$ cat config.mk
export PLATFORM = sky130hd
export DESIGN_NAME = mcu_spi
export DESIGN_NICKNAME = d
export VERILOG_FILES = /design/src/rtl/mcu_spi.sv
export SDC_FILE = /design/constraint.sdc
export NUM_CORES = 1
export LEC_CHECK = 0
export ABC_AREA = 1
export BUFFER_PORTS_ARGS = -buffer_cell sky130_fd_sc_hd__clkbuf_2
export CORE_UTILIZATION = 57
export CTS_CLUSTER_DIAMETER = 30
export DETAILED_ROUTE_END_ITERATION = 10
export PLACE_DENSITY_LB_ADDON = 0.12
export SLEW_MARGIN = 0
export SYNTH_ARGS = -nofsm -noshare
export SYNTH_HDL_FRONTEND = slang
export SYNTH_SLANG_ARGS = --single-unit
$ cat constraint.sdc
create_clock -name clk -period 2.28 [get_ports clk]
set_clock_uncertainty 0.2 [all_clocks]
set_input_delay 0.114 -clock clk [delete_from_list [all_inputs] [get_ports clk]]
set_output_delay 0.114 -clock clk [all_outputs]
set_load 0.1 [all_outputs]
$ cat src/rtl/mcu_spi.sv
// SPI slave front end for the external MCU: oversamples mode-0 SPI in clk,
// routes received bytes to the on-chip targets and returns target data on MISO.
//
//   state      | meaning
//   ST_TARGET  | next complete byte selects the target
//   ST_COMMAND | next complete byte is the command byte (strobed with mcu_start)
//   ST_DATA    | payload bytes; MISO returns the selected target's data_out

module mcu_spi #(
  parameter int SYNC_STAGES = 2
) (
  input  logic       clk,
  input  logic       reset_n,
  input  logic       spi_io_ss,
  input  logic       spi_io_clk,
  input  logic       spi_io_din,
  output logic       spi_io_dout,
  output logic       mcu_start,
  output logic [7:0] mcu_dout,
  output logic       mcu_sys_strobe,
  output logic       mcu_hid_strobe,
  output logic       mcu_osd_strobe,
  output logic       mcu_sdc_strobe,
  input  logic [7:0] mcu_sys_din,
  input  logic [7:0] mcu_hid_din,
  input  logic [7:0] mcu_osd_din,
  input  logic [7:0] mcu_sdc_din
);

  typedef enum logic [1:0] {ST_TARGET, ST_COMMAND, ST_DATA} state_t;

  state_t                 state;
  logic [SYNC_STAGES-1:0] ss_pipe;
  logic [SYNC_STAGES-1:0] sck_pipe;
  logic [SYNC_STAGES-1:0] din_pipe;
  logic                   sck_prev;
  logic [2:0]             bit_cnt;
  logic [7:0]             target;
  logic [6:0]             mosi_sr;
  logic [6:0]             miso_sr;

  logic       ss_s;
  logic       sck_s;
  logic       din_s;
  logic       sck_rise;
  logic       sck_fall;
  logic       target_ok;
  logic [7:0] rx_byte;
  logic [7:0] sel_din;
  logic [7:0] miso_load;

  assign ss_s      = ss_pipe[SYNC_STAGES-1];
  assign sck_s     = sck_pipe[SYNC_STAGES-1];
  assign din_s     = din_pipe[SYNC_STAGES-1];
  assign sck_rise  = sck_s & ~sck_prev;
  assign sck_fall  = ~sck_s & sck_prev;
  assign rx_byte   = {mosi_sr, din_s};
  assign target_ok = (target >= 8'd1) && (target <= 8'd4);

  always_comb begin
    sel_din = 8'h00;
    case (target)
      8'd1:    sel_din = mcu_sys_din;
      8'd2:    sel_din = mcu_hid_din;
      8'd3:    sel_din = mcu_osd_din;
      8'd4:    sel_din = mcu_sdc_din;
      default: sel_din = 8'h00;
    endcase
  end

  // Target and command bytes always return zeros on MISO.
  assign miso_load = (state == ST_DATA) ? sel_din : 8'h00;

  always_ff @(posedge clk or negedge reset_n) begin
    if (!reset_n) begin
      ss_pipe        <= '1;
      sck_pipe       <= '0;
      din_pipe       <= '0;
      sck_prev       <= 1'b0;
      state          <= ST_TARGET;
      bit_cnt        <= 3'd0;
      target         <= 8'h00;
      mosi_sr        <= 7'h00;
      miso_sr        <= 7'h00;
      spi_io_dout    <= 1'b0;
      mcu_start      <= 1'b0;
      mcu_dout       <= 8'h00;
      mcu_sys_strobe <= 1'b0;
      mcu_hid_strobe <= 1'b0;
      mcu_osd_strobe <= 1'b0;
      mcu_sdc_strobe <= 1'b0;
    end else begin
      ss_pipe        <= {ss_pipe[SYNC_STAGES-2:0], spi_io_ss};
      sck_pipe       <= {sck_pipe[SYNC_STAGES-2:0], spi_io_clk};
      din_pipe       <= {din_pipe[SYNC_STAGES-2:0], spi_io_din};
      sck_prev       <= sck_s;
      mcu_start      <= 1'b0;
      mcu_sys_strobe <= 1'b0;
      mcu_hid_strobe <= 1'b0;
      mcu_osd_strobe <= 1'b0;
      mcu_sdc_strobe <= 1'b0;

      // Idle has priority so an SS rise coinciding with the 8th SCK rise drops the byte.
      if (ss_s) begin
        state       <= ST_TARGET;
        bit_cnt     <= 3'd0;
        target      <= 8'h00;
        mosi_sr     <= 7'h00;
        miso_sr     <= 7'h00;
        spi_io_dout <= 1'b0;
      end else begin
        if (sck_rise) begin
          mosi_sr <= rx_byte[6:0];
          bit_cnt <= bit_cnt + 3'd1;
          if (bit_cnt == 3'd7) begin
            if (state == ST_TARGET) begin
              target <= rx_byte;
              state  <= ST_COMMAND;
            end else begin
              state <= ST_DATA;
              if (target_ok) begin
                mcu_dout       <= rx_byte;
                mcu_start      <= (state == ST_COMMAND);
                mcu_sys_strobe <= (target == 8'd1);
                mcu_hid_strobe <= (target == 8'd2);
                mcu_osd_strobe <= (target == 8'd3);
                mcu_sdc_strobe <= (target == 8'd4);
              end
            end
          end
        end

        if (sck_fall) begin
          if (bit_cnt != 3'd0) begin
            spi_io_dout <= miso_sr[6];
            miso_sr     <= {miso_sr[5:0], 1'b0};
          end else begin
            spi_io_dout <= miso_load[7];
            miso_sr     <= miso_load[6:0];
          end
        end
      end
    end
  end

endmodule

# Word-level counts from Yosys, hierarchy flattened
# Cells that the tools add are included.
# word_totals
regBits,48
word_cells,87
in_bits,37
# op_classes
add_sub_neg,1
reduce_logical,10
mux,45
bitwise_logic,6
eq_ne,7
magnitude_cmp,2
# op_table
op,count
8-bit 2-to-1 mux,5
7-bit 2-to-1 mux,5
8-bit case mux with 4 select lines,1
1-bit 2-to-1 mux,28
"8-bit by 2-bit equality test with 1-bit output, second input constant",2
"8-bit by 1-bit equality test with 1-bit output, second input constant",1
"8-bit by 3-bit equality test with 1-bit output, second input constant",1
"8-bit by 1-bit >= comparator with 1-bit output, second input constant",1
"8-bit by 3-bit less-or-equal comparator with 1-bit output, second input constant",1
2-bit 2-to-1 mux,4
2-bit nonzero test,4
3-bit 2-to-1 mux,2
5-bit AND reduction,1
1-bit NOT,4
"3-bit by 1-bit adder with 3-bit output, second input constant",1
"3-bit equality test, second input constant",1
3-bit AND reduction,1
3-bit nonzero test,1
1-bit AND,2
"2-bit by 1-bit equality test with 1-bit output, second input constant",1
"2-bit equality test, second input constant",1
2-bit zero test,1
2-bit AND reduction,1
1-bit logical AND,1

# Depth between registers and ports, before layout
# logic_depth
word_depth,7
depth_mapped,9

# Least setup slack after synthesis
# Ideal clock, no wire load.
# synth_path
kind,reg2reg
startpoint,reg bit_cnt[0]
endpoint,reg mcu_dout[5]
stages_incl_launch_ff,8
setup_time_ns,0.074
arrival_time_ns,1.248
required_time_ns,2.006
slack_ns,0.758
synth_period_minus_slack_ns,1.522
cell_sequence,dfrtp_1 ha_1 ha_1 nand2_4 nor3_4 nand3_4 buf_6 o21ai_2
# synth_via
elab_chain_len,2
# synth_rtl
element,line_no,text
from (decl),37,logic [2:0] bit_cnt;
from (signal assigned),114,bit_cnt <= bit_cnt + 3'd1;
3-bit equality test,115,if (bit_cnt == 3'd7) begin
5-bit AND reduction (no line),--,
to (signal assigned),122,mcu_dout <= rx_byte;
to (decl),19,"output logic [7:0] mcu_dout,"
# No other way between the ends.
# A chain may end at the register's enable or synchronous reset.

# Worst setup path after layout
# layout_path
startpoint,reg target[7]
endpoint,reg miso_sr[2]
# layout_via
elab_chain_len,6
word_cells_on_any_way,9
cone_classes,eq/ne: 4; mux: 5
# layout_rtl
element,line_no,text
from (decl),38,logic [7:0] target;
from (signal assigned),117,target <= rx_byte;
8-bit by 3-bit equality test with 1-bit output (tied with other cells),62,case (target)
8-bit case mux with 4 select lines (*),62,
8-bit 2-to-1 mux (*),72,assign miso_load = (state == ST_DATA) ? sel_din : 8'h00;
7-bit 2-to-1 mux (*),134,if (bit_cnt != 3'd0) begin
7-bit 2-to-1 mux (*),133,if (sck_fall) begin
7-bit 2-to-1 mux (*),104,if (ss_s) begin
to (signal assigned),136,"miso_sr <= {miso_sr[5:0], 1'b0};"
to (signal assigned),139,miso_sr <= miso_load[6:0];
to (decl),40,logic [6:0] miso_sr;
# Every way passes the cells marked *; elsewhere a longest branch is shown, timed or not. The select of a mux whose other input is x is not followed.

==> impl_metrics.ini <==
[outcome]
violations = setup timing
outcome = finished with violations

[yosys]
synthSimpleGateAreaFrac_pct = 25.22
yosys.area.top_type_share_pct = 51.45
synth_top_area_cell = dfrtp_1
synthCells = 241
ys_seq_area_share_pct = 53.80
synth_area_um2 = 2237
synth_compound_area_share_pct = 12.70
synth-seq-cells = 48
async_reset_ff_share_pct = 100.0
synth_most_common_cell = nand2_1
synth_cell_types = 28
ys_warn_count = 0
synth_fa_ha_area_share_pct = 1.678
synth_nets = 281
synth_top_family_by_area = simple AND/OR/NAND/NOR gates
synth_edf_count = 0
synth_xor_area_share_pct = 0
synth_mux_area_share_pct = 0
synthTopCellsByArea = dfrtp_1 51%, nand2_1 8.9%, nand3_1 8.7%
synthTopCellsByCount = 53 x nand2_1, 46 x dfrtp_1, 39 x nand3_1
synth_ff_type = dfrtp_1
avgSynthCellArea_um2 = 9.283

[power_and_ir_drop]
p_total_mw = 1.562
power_frac_clock_pct = 32.8
pwr-share-seq_pct = 56.5
peakVddDrop_v = 0.0005262
cellInternalPower_mw = 1.184
pwr-share-comb_pct = 10.7
p_leak_nw = 1.601
power.switching_uw = 377.4
p_sw_share_pct = 24.16
p_per_area_nw_per_um2 = 515.6

[placed_design]
dp_slack_ps = 539.6
gp_routability_congestion = 0.8711
portBuffers = 50
dp.final_hpwl_um = 3304

[die]
dieHeight_um = 64.65
die_area_um2 = 4180
core.rowCount = 22
start_util_pct = 60.20
dieWidth_um = 64.65
ios = 51
core-area_um2 = 3716

[timing]
final.min_clock_period_ps = 2287
max_slew_margin_pct = 60.39
max_clock_freq_ghz = 0.4372
setup_viol = 1
maxSlewViolCount = 0
period_share_pct = 100.3
setup_ws_ps = -7.093
tightest_slew_ps = 594.1
finalHoldViolations = 0

[route]
drt_iter0_markers = 314
vias = 2248
ant_nets = 0
wl_um = 6361
wire_per_inst_um = 16.52
dr.pass1.iters = 5
via_per_inst = 5.839
drc = 0

[clock_tree]
htreeDepth = 2
clock_latency_ps = 300
clock-sinks = 48
cts_tree = built
cts_max_path_buffers = 2
path_clk_slew_ps = 80
cts_inserted_buffers = 5
root_buffer = clkbuf_8

[worst_hold_path]
min_to = miso_sr[3]
min_path_cells = 5
hold_path_class = input pin to flip-flop
hp-start = mcu_osd_din[3]

[cells_and_area]
drive_gt1_share_pct = 27.60
diodes = 0
nets = 376
nFillCells = 216
area_growth_pct = 35.40

[grt]
gr-total-overflow = 0
grt_max_degree = 49
grt_antenna_before_repair = 0
grt_pass1_wl_um = 9701
grt_usage_pct = 31.07
grt_pass1_vias = 2113

[setup_path]
criticalPathCategory = flip-flop to flip-flop
critPathLaunchType = flip-flop
worstReg2RegStart = target[7]
arrival_ps = 2330
path_max_fanout = 37
r2r-end = miso_sr[2]
cp-end-kind = flip-flop
r2r_slack_ps = -7
worstPathRequired_ps = 2320
r2r_cells = 9

[flow_run]
drv_cap = 0
## worst max-delay path, stage by stage (launching register included)
cell           delay (ps)
dfrtp_1               370
inv_1                  90
nand2_1               110
nor2_4                160
buf_6                 270
nand3_1               220
nand2_1               110
dlygate4sd3_1         570
o21ai_1                70
nand2_1                60
## power groups by stage
stage	Clock [mW]	Combinational, mW	Sequential [mW]
floorplan	0	0.0653	0.897
global placement	0	0.128	0.898
detailed placement	0	0.131	0.899
CTS	0.517	0.159	0.882
global route	0.555	0.188	0.884
finish	0.512	0.167	0.882
## placed cells by master (no fill, tap or decap)
cell           Yosys  routed
a21oi_1            2       2
a32oi_1            7       7
and3_2             1       1
buf_4              3       6
buf_6              2       1
clkbuf_1           0       2
clkbuf_2           0      50
clkbuf_8           0       6
dfrtp_1           46      46
dfstp_2            2       2
dlygate4sd3_1      0      35
ha_1               3       3
inv_1             22      22
inv_2              4       4
nand2_1           53      52
nand2_2            0       1
nand2_4            1       1
nand3_1           39      39
nand3_2            1       1
nand3_4            1       1
nand4_1            1       1
nor2_1             5       5
nor2_2             7       5
nor2_4             2       6
nor3_1             2       2
nor3_4             1       1
nor4_1             1       1
o21ai_0            6       6
o21ai_1            9       9
o21ai_2            7       7
o22ai_1           11      11
o31ai_1            1       1
## how the worst max path moves through the flow
stage,startpoint,endpoint,slack (ps),cells past startpoint
after floorplan,bit_cnt[0],mcu_dout[5],760,7
after global placement,bit_cnt[0],mcu_dout[5],620,7
after detailed placement,bit_cnt[0],mcu_dout[3],540,7
after CTS,target[3],miso_sr[6],110,8
after global routing,target[7],miso_sr[2],-100,9
final,target[7],miso_sr[2],-7,9
## routing by layer
metal	routed length (um)	up-vias	GRT usage, %
li1	-	1015	-
met1	2470	1060	39.53
met2	3129	135	51.97
met3	456	38	4.225
met4	304	0	15.56
met5	0	-	0
## metrics by stage
step           util, %  std cells  setup TNS, ps  instance area, um2  hold slack, ps
3_3_place_gp     68.01        337              0                2527           1.813
4_1_cts          79.87        380              0                2968           12.42
3_5_place_dp     68.01        337              0                2527           3.150
6_report         81.52        385         -7.093                3029           21.30
2_1_floorplan        -        241              0                2237          -381.6
5_1_grt          81.52        385         -156.5                3029           58.91
## flip-flops by register name, summed over array words and instances (netlist names), 2 cells and up
register and flops:
bit_cnt 3, mosi_sr 7, sck_pipe 2, mcu_dout 8
ss_pipe 2, miso_sr 7, target 8, state 2
din_pipe 2
## timing repair
action	CTS	global route
endpoints found under the setup margin	0	7
gates resized for setup	0	6
setup buffers	0	3
endpoints found under the hold margin	57	0
hold buffers	35	0
## final cells by class
type	count	area, um2	share of cell area (%)
multi-input combinational	163	920.9	30.40
inverter	26	97.59	3.222
sequential	48	1204	39.74
clock buffer	8	90.09	2.974
tap	48	60.06	1.983
timing repair buffer	92	656.9	21.69
## kinds of logic (layout without fill, tap and decap cells)
family	after synthesis	in the layout
buffers and inverters	32	126
AO/OA/AOI/OAI	43	43
AND/OR/NAND/NOR	115	117
flip-flops	48	48
adder cells (fa/ha/maj)	3	3
No activity file was read; power rests on OpenSTA's default activity.
